$ cat src/rtl/cpu_pkg.sv
// -----------------------------------------------------------------------------
// cpu_pkg -- shared definitions for the instruction fetch slice.
//   WORD_W / OFFSET_W / OPCODE_W : instruction word, PC offset and opcode widths
//   OP_BRA / OP_JMP / OP_HALT    : opcodes decoded from Instruction[15:12]
//   fetch_state_t                : fetch FSM state encoding
//   pc_update_t                  : PC update bundle sent to ProgramCounter
// -----------------------------------------------------------------------------
package cpu_pkg;

  localparam int WORD_W   = 16;
  localparam int OFFSET_W = 9;
  localparam int OPCODE_W = 4;

  localparam logic [OPCODE_W-1:0] OP_BRA  = 4'hC;  // relative branch, offset in [8:0]
  localparam logic [OPCODE_W-1:0] OP_JMP  = 4'hD;  // absolute jump, target in next word
  localparam logic [OPCODE_W-1:0] OP_HALT = 4'hF;  // stop fetching until reset

  typedef enum logic [2:0] {
    FS_IDLE      = 3'd0,
    FS_FETCH     = 3'd1,
    FS_ISSUE     = 3'd2,
    FS_FETCH_TGT = 3'd3,
    FS_HALTED    = 3'd4
  } fetch_state_t;

  typedef struct packed {
    logic                ld_en;
    logic [WORD_W-1:0]   ld_val;
    logic                off_en;
    logic [OFFSET_W-1:0] off;
  } pc_update_t;

  function automatic logic [OPCODE_W-1:0] opcode_of(input logic [WORD_W-1:0] w);
    return w[WORD_W-1 -: OPCODE_W];
  endfunction

endpackage

$ cat src/rtl/FetchWatchdog.sv
// -----------------------------------------------------------------------------
// FetchWatchdog -- counts cycles a memory read has been outstanding.
//   Clock, Reset   : clock, asynchronous active-low reset
//   Active         : a read is being requested this cycle (FETCH / FETCH_TGT)
//   MemAck         : read completes this cycle; clears the count
//   Expire         : combinational; high on the TIMEOUT_CYCLES-th cycle without
//                    an ack, so the owner can react on that same edge
// Only compiled into the design when INSTRUCTION_FETCH_TIMEOUT_EN is defined;
// otherwise the file is empty so no stray top-level module appears.
// -----------------------------------------------------------------------------
`ifdef INSTRUCTION_FETCH_TIMEOUT_EN
module FetchWatchdog #(
  parameter int TIMEOUT_CYCLES = 16
) (
  input  logic Clock,
  input  logic Reset,
  input  logic Active,
  input  logic MemAck,
  output logic Expire
);

  // TIMEOUT_CYCLES is limited to 2..255, so 8 bits always suffice.
  localparam int CNT_W = 8;

  logic [CNT_W-1:0] wait_q;

  assign Expire = Active && !MemAck && (wait_q == CNT_W'(TIMEOUT_CYCLES - 1));

  always_ff @(posedge Clock or negedge Reset) begin
    if (!Reset) begin
      wait_q <= '0;
    end else if (!Active || MemAck || Expire) begin
      wait_q <= '0;
    end else begin
      wait_q <= wait_q + CNT_W'(1);
    end
  end

endmodule
`endif

$ cat src/rtl/instruction_fetch.sv
// -----------------------------------------------------------------------------
// instruction_fetch -- fetches one instruction word at a time, holds it in the
// instruction register until downstream accepts it, and tells ProgramCounter
// how to advance.
//
// Ports
//   Clock, Reset          : clock (rising edge), asynchronous active-low reset
//   CounterValue          : current PC from ProgramCounter
//   MemReq, MemAddr       : instruction memory read request / address
//   MemAck, MemData       : read completion / data (valid with MemAck)
//   Stall                 : downstream not ready, hold the current instruction
//   Instruction           : instruction register
//   InstrValid            : one-cycle pulse per issued instruction
//   LoadEnable, LoadValue : absolute PC load (JMP target)
//   OffsetEnable, Offset  : relative PC step (+1 or BRA offset)
//   Fault                 : sticky fetch timeout flag
//
// Optional feature: define INSTRUCTION_FETCH_TIMEOUT_EN to add a watchdog that
// halts the fetcher with Fault=1 after TIMEOUT_CYCLES cycles without MemAck.
// Without it Fault is 0 and reads wait forever.
//
// Request and PC-update outputs are decoded from the registered state, so an
// asynchronous reset drops them in the same cycle. PC updates are issued in the
// cycle the decision is made; ProgramCounter takes them on the following edge,
// which is exactly when the next FETCH starts presenting CounterValue.
// -----------------------------------------------------------------------------
module instruction_fetch
  import cpu_pkg::*;
#(
  parameter int TIMEOUT_CYCLES = 16
) (
  input  logic                       Clock,
  input  logic                       Reset,
  input  logic signed [WORD_W-1:0]   CounterValue,
  output logic                       MemReq,
  output logic        [WORD_W-1:0]   MemAddr,
  input  logic                       MemAck,
  input  logic        [WORD_W-1:0]   MemData,
  input  logic                       Stall,
  output logic        [WORD_W-1:0]   Instruction,
  output logic                       InstrValid,
  output logic                       LoadEnable,
  output logic signed [WORD_W-1:0]   LoadValue,
  output logic                       OffsetEnable,
  output logic signed [OFFSET_W-1:0] Offset,
  output logic                       Fault
);

  fetch_state_t        state_q, state_d;
  logic [WORD_W-1:0]   instr_q, instr_d;
  logic [OPCODE_W-1:0] opcode;
  logic                fetching;
  logic                issue_go;
  logic                expire;
  pc_update_t          upd;

  assign opcode   = opcode_of(instr_q);
  assign fetching = (state_q == FS_FETCH) || (state_q == FS_FETCH_TGT);
  assign issue_go = (state_q == FS_ISSUE) && !Stall;

  // ---------------------------------------------------------------------------
  // Optional read timeout
  // ---------------------------------------------------------------------------
`ifdef INSTRUCTION_FETCH_TIMEOUT_EN
  logic fault_q;

  FetchWatchdog #(
    .TIMEOUT_CYCLES (TIMEOUT_CYCLES)
  ) u_watchdog (
    .Clock  (Clock),
    .Reset  (Reset),
    .Active (fetching),
    .MemAck (MemAck),
    .Expire (expire)
  );

  always_ff @(posedge Clock or negedge Reset) begin
    if (!Reset) begin
      fault_q <= 1'b0;
    end else if (expire) begin
      fault_q <= 1'b1;
    end
  end

  assign Fault = fault_q;
`else
  // The parameter only matters to the watchdog; keep it referenced here.
  logic unused_timeout_cfg;
  assign unused_timeout_cfg = (TIMEOUT_CYCLES != 0);
  assign expire             = 1'b0;
  assign Fault              = 1'b0;
`endif

  // ---------------------------------------------------------------------------
  // Next state
  // ---------------------------------------------------------------------------
  always_comb begin : next_state
    state_d = state_q;
    instr_d = instr_q;
    case (state_q)
      FS_IDLE: state_d = FS_FETCH;

      FS_FETCH: begin
        if (expire) begin
          state_d = FS_HALTED;
        end else if (MemAck) begin
          instr_d = MemData;
          state_d = FS_ISSUE;
        end
      end

      FS_ISSUE: begin
        if (!Stall) begin
          case (opcode)
            OP_JMP:  state_d = FS_FETCH_TGT;
            OP_HALT: state_d = FS_HALTED;
            default: state_d = FS_FETCH;
          endcase
        end
      end

      // The target word goes straight to ProgramCounter, never into the
      // instruction register.
      FS_FETCH_TGT: begin
        if (expire) begin
          state_d = FS_HALTED;
        end else if (MemAck) begin
          state_d = FS_FETCH;
        end
      end

      FS_HALTED: state_d = FS_HALTED;

      default: state_d = FS_IDLE;
    endcase
  end

  always_ff @(posedge Clock or negedge Reset) begin
    if (!Reset) begin
      state_q <= FS_IDLE;
      instr_q <= '0;
    end else begin
      state_q <= state_d;
      instr_q <= instr_d;
    end
  end

  // ---------------------------------------------------------------------------
  // Memory read port. The JMP target lives in the word after the JMP, and the
  // PC has not moved since the JMP was fetched, so CounterValue+1 addresses it.
  // ---------------------------------------------------------------------------
  always_comb begin : fetch_port
    MemReq  = 1'b0;
    MemAddr = '0;
    case (state_q)
      FS_FETCH: begin
        MemReq  = 1'b1;
        MemAddr = $unsigned(CounterValue);
      end
      FS_FETCH_TGT: begin
        MemReq  = 1'b1;
        MemAddr = $unsigned(CounterValue) + WORD_W'(1);
      end
      default: ;
    endcase
  end

  // ---------------------------------------------------------------------------
  // PC update. Offset steps only happen in ISSUE and loads only in FETCH_TGT,
  // so the two enables are mutually exclusive by construction.
  // ---------------------------------------------------------------------------
  always_comb begin : pc_update
    upd = '0;
    if (issue_go) begin
      case (opcode)
        OP_BRA: begin
          upd.off_en = 1'b1;
          upd.off    = instr_q[OFFSET_W-1:0];
        end
        OP_JMP, OP_HALT: ;
        default: begin
          upd.off_en = 1'b1;
          upd.off    = OFFSET_W'(1);
        end
      endcase
    end
    if ((state_q == FS_FETCH_TGT) && MemAck) begin
      upd.ld_en  = 1'b1;
      upd.ld_val = MemData;
    end
  end

  assign Instruction  = instr_q;
  assign InstrValid   = issue_go;
  assign LoadEnable   = upd.ld_en;
  assign LoadValue    = $signed(upd.ld_val);
  assign OffsetEnable = upd.off_en;
  assign Offset       = $signed(upd.off);

endmodule

$ cat config.mk
export PLATFORM = sky130hd
export DESIGN_NAME = instruction_fetch
export DESIGN_NICKNAME = d
export VERILOG_FILES = /design/src/rtl/cpu_pkg.sv /design/src/rtl/FetchWatchdog.sv /design/src/rtl/instruction_fetch.sv
export SDC_FILE = /design/constraint.sdc
export NUM_CORES = 1
export LEC_CHECK = 0
export CAP_MARGIN = 40
export CORE_MARGIN = 3
export CORE_UTILIZATION = 35
export CTS_CLUSTER_DIAMETER = 120
export DETAILED_ROUTE_END_ITERATION = 10
export DONT_BUFFER_PORTS = 1
export GPL_TIMING_DRIVEN = 0
export PLACE_DENSITY = 0.56
export SLEW_MARGIN = 20
export SYNTH_ARGS = -nofsm -noshare
export SYNTH_HDL_FRONTEND = slang
export SYNTH_SLANG_ARGS = --single-unit
$ cat constraint.sdc
create_clock -name Clock -period 2.3 [get_ports Clock]
set_input_delay 0.46 -clock Clock [delete_from_list [all_inputs] [get_ports Clock]]
set_output_delay 0.46 -clock Clock [all_outputs]
set_load 0.02 [all_outputs]
### Word-level counts from Yosys, hierarchy flattened

Index checks and enable logic that the tools add are counted.

* output and inout bits: 62
* bits of input ports: 36
* register bits after elaboration: 19
* word-level logic and storage cells: 31

* add/sub/neg operators: 1
* mux-type cells: 10
* reduce and logical (&&, ||, !) cells: 8
* equal/unequal tests: 10

Operators by type and width (count)
* case mux 16 bit (2 select lines): 1
* case mux 10 bit (2 select lines): 1
* 2-to-1 mux 17 bit: 1
* adder 16 x 1 -> 16 bit (second input constant): 1
* case mux 3 bit (5 select lines): 1
* == test 4 bit (second input constant): 3
* 2-to-1 mux 10 bit: 1
* 2-to-1 mux 3 bit: 3
* == test 3 x 2 -> 1 bit (second input constant): 2
* inequality test 2 bit (second input constant): 3
* case mux 3 bit (2 select lines): 1
* OR reduction 2 bit: 2
* == test 3 x 1 -> 1 bit (second input constant): 1
* == test 3 bit (second input constant): 1
* logical NOT 3 bit: 1
* AND reduction 3 bit: 1
* logical AND 1 bit: 2
* AND reduction 2 bit: 1
* logical NOT 1 bit: 1
* 2-to-1 mux 1 bit: 1

### Logic depth before layout (Yosys ltp)

* depth in word-level cells: 4
* mapped depth: 5
* gate-level depth less buffers: 5

### Least setup slack after synthesis

OpenSTA, ideal clock, no wires.

* path type: input to output
* start: input CounterValue[2]
* end: output MemAddr[15]
* required time: 1.840 ns
* slack: 0.130 ns
* arrival time: 1.710 ns
* path buffers: 0
* cell stages on the path: 4
* path through: nand4_4 or3_4 or3_1 a21oi_1

* word-level cells in the longest chain between the ends: 2

Ends and longest elaborated chain
* start, declared: RTL line instruction_fetch.sv:34 `input logic signed [WORD_W-1:0] CounterValue,`
* adder 16 x 1 -> 16 bit: RTL line instruction_fetch.sv:162 `MemAddr = $unsigned(CounterValue) + WORD_W'(1);`
* case mux 16 bit (2 select lines): RTL line instruction_fetch.sv:155 `case (state_q)`
* end, declared: RTL line instruction_fetch.sv:36 `output logic [WORD_W-1:0] MemAddr,`

No other way between the ends.

### Worst setup path after layout

* start: register state_q[1]
* end: output MemAddr[15]

* word-level cells in the longest chain between the ends: 2
* elaborated cells on any way between the ends: 3
* classes of those cells: eq/ne (2); mux (1)

Ends and longest elaborated chain
* start, declared: RTL line instruction_fetch.sv:49 `fetch_state_t state_q, state_d;`
* start signal, assigned: RTL line instruction_fetch.sv:143 `state_q <= state_d;`
* == test 3 x 2 -> 1 bit or == test 3 x 1 -> 1 bit (tied branches): RTL line instruction_fetch.sv:155
* case mux 16 bit (2 select lines) *: RTL line instruction_fetch.sv:155

Mark *: on every way between the ends. The rest lies on a longest branch, timed or not.

==> flow_metrics.tcl <==
set metrics [dict create \
    clkTransAtPathRegs_ps 70 \
    netSwitchingFraction_pct 51.77 \
    portBuffers 0 \
    crit_type "reg -> out" \
    crit_arrival_ps 1760 \
    final_util_pct 44.21 \
    io_pins 98 \
    fin_tns_setup_ps 0 \
    nNetsFinal 200 \
    start_util_pct 36.94 \
    netlist_area_sq_um 1373 \
    synthTopCellsByCount "and2_1, dfrtp_1, mux2_2, nor2_1, nand2_1" \
    overflow 0 \
    grt_util_all_layers_pct 13.91 \
    clockBufferDepth 2 \
    placementRows 22 \
    vias 1175 \
    fillCellCount 361 \
    synth-edff-count 0 \
    pwr-share-seq_pct 42.4 \
    synth_flop_cell "dfrtp_1" \
    peakVddDrop_v 0.0006719 \
    synthArstFlopShare_pct 100.0 \
    core-area_sq_um 3716 \
    die_h_um 68.62 \
    drive_above_1_share_pct 32.72 \
    ys_seq_elements 19 \
    dp_hpwl_um 2752 \
    synth.area.top_cells "dfrtp_1, mux2_2, and2_1" \
    die_w_um 68.62 \
    cts_tree "built" \
    yosys_warnings 0 \
    numClockSinks 19 \
    stdcell_count 210 \
    drt-total-wl_um 3455 \
    cp_max_fo 4 \
    tightest_slew_ps 584.0 \
    min_from "Stall" \
    crit_start "state_q[1]" \
    synth_cells 151 \
    crit_chain "nand3_2, or3_4, or3_1, a21oi_4" \
    synth_most_common_cell "and2_1" \
    gp_congestion 0.6430 \
    htreeDepth 1 \
    cpPeakStageDelay_ps 410 \
    fin_crit_sh_pct 96.47 \
    grt_pass1_wl_um 4919 \
    setup-violations-final 0 \
    final_antenna_net_count 0 \
    power_leakage_nw 0.6570 \
    slowest_stage "dfrtp_1" \
    viasPerCell 5.595 \
    insertion_delay_ps 250 \
    p_per_area_nw_per_um2 1243 \
    yosysSeqAreaShare_pct 34.64 \
    num_antenna_cells 0 \
    fin_crit_ps 2219 \
    cap_violations 0 \
    hp-class "in -> reg" \
    dp.cells 200 \
    cts_buffers 3 \
    required_ps 1840 \
    grt_max_degree 20 \
    first_pass_iters 4 \
    wl_per_cell_um 16.45 \
    start_kind "flip-flop" \
    slew_viol_final 0 \
    drtIter0Drc 27 \
    clock_skew_ps 2.214 \
    power_switching_mw 1.057 \
    die_area_sq_um 4709 \
    cp-end-kind "output pin" \
    final-hold-violation-count 0 \
    synth_nets 188 \
    synth_top_area_share_pct 34.64 \
    status "completed" \
    synth.avg_cell_area_sq_um 9.090 \
    path_delay_family "simple AND/OR/NAND/NOR gates" \
    synthDistinctLibCells 38 \
    internal_power_uw 984.7 \
    slew-limit-headroom_pct 60.85 \
    fmaxAchievable_mhz 450.7 \
    critPathBufInv 0 \
    synth_largest_area_cell "dfrtp_1" \
    antenna_found_initial 0 \
    r2r_start "state_q[1]" \
    power.total_mw 2.042 \
    syn_to_final_growth_pct 19.69 \
    p_comb_share_pct 46.5 \
    p_clk_share_pct 11.1 \
    route.detailed.drc 0 \
    root_buffer "clkbuf_8" \
    grt_pass1_vias 1139 \
]
layer usage:
metal / track usage (%) / vias to the layer above / part of all wire (%) / wire length (um)
li1: - / 548 / - / -
met1: 15.78 / 557 / 37 / 1272
met2: 25.15 / 68 / 50 / 1737
met3: 3.241 / 2 / 12 / 426
met4: 4.963 / 0 / 0.52 / 18
met5: 0 / - / 0 / 0
worst reg2reg max path: cells and delay by family (launching register included):
family	cells	cell delay (ps)
muxes	1	370
buffers and inverters	2	550
DFF	1	420
and+or+nand+nor	1	520
what timing repair did:
action / CTS / global route
hold endpoints to repair: 19 / 0
pin swaps: 1 / 5
endpoints found under the setup margin: 31 / 21
buffers inserted: 0 / 4
hold buffers: 1 / 0
resized for setup: 15 / 15
state kept, by name, summed over array words and instances, names as in the netlist:
signal / cells
state_q: 3
Instruction: 16
layout make-up:
type                            instances  area (sq um)  area share (%)
Tap cell                               48         60.06           3.656
Clock buffer                            4         45.04           2.742
Sequential cell                        19         476.7           29.02
Timing Repair Buffer                    7         60.06           3.656
Buffer                                  5         31.28           1.904
Multi-Input combinational cell        122         950.9           57.88
Inverter                                5         18.77           1.142
power groups by stage:
stage | Clock [mW] | Combinational, mW | Sequential [mW]
3_3_place_gp | 0 | 0.834 | 0.853
4_1_cts | 0.237 | 0.920 | 0.865
5_1_grt | 0.253 | 1.04 | 0.899
6_report | 0.227 | 0.949 | 0.865
2_1_floorplan | 0 | 0.751 | 0.804
3_5_place_dp | 0 | 0.858 | 0.858
cells in the final DEF (no fill, tap or decap), types with 2 or more instances in the layout:
| cell type | Yosys | final |
|---|---|---|
| xnor2_1 | 5 | 5 |
| nor2_1 | 14 | 13 |
| o21ai_0 | 2 | 2 |
| xor2_1 | 6 | 6 |
| and2_2 | 0 | 5 |
| clkbuf_8 | 0 | 3 |
| buf_4 | 1 | 6 |
| nand4_1 | 4 | 4 |
| or3_2 | 2 | 2 |
| mux2_2 | 16 | 16 |
| buf_2 | 2 | 2 |
| a21oi_1 | 4 | 2 |
| nand3_1 | 3 | 2 |
| clkbuf_1 | 2 | 2 |
| nand2_1 | 10 | 9 |
| nand2b_1 | 4 | 4 |
| and4_1 | 2 | 2 |
| and2_1 | 24 | 19 |
| dfrtp_1 | 19 | 18 |
| inv_1 | 5 | 4 |
| a31oi_1 | 2 | 2 |
| nor4_1 | 4 | 3 |
final timing paths:
path | cells past startpoint | slack [ps] | end
setup / recovery | 4 | 80 | MemAddr[15]
hold / removal | 2 | 350 | state_q[1]
setup reg to reg | 4 | 330 | Instruction[2]
hold reg to reg | 1 | 490 | state_q[2]
max in group asynchronous | 2 | 1370 | state_q[2]
min in group asynchronous | 1 | 530 | Instruction[12]
cells by family after synthesis:
logic type                 after synthesis  synth area share (%)
AOI/OAI and AO/OA                       14                 6.564
xor gates and xnor gates                11                 7.019
adders and majority gates                1                0.9114
buffers and inverters                   10                 3.191
DFF                                     19                 34.64
muxes                                   18                 14.59
other                                    1                0.2732
and+or+nand+nor                         77                 32.82
metrics by stage:
stage                     hold slack [ps]  worst slack [ps]  cell area, sq um
final                               348.4             81.17              1643
after global routing                345.2            -11.72              1643
after CTS                           340.4            -23.18              1568
after detailed placement            164.8            -392.6              1436
after global placement              164.8            -256.7              1433
after floorplan                     164.4             130.2              1373
Power figures use the tool's default switching activity.
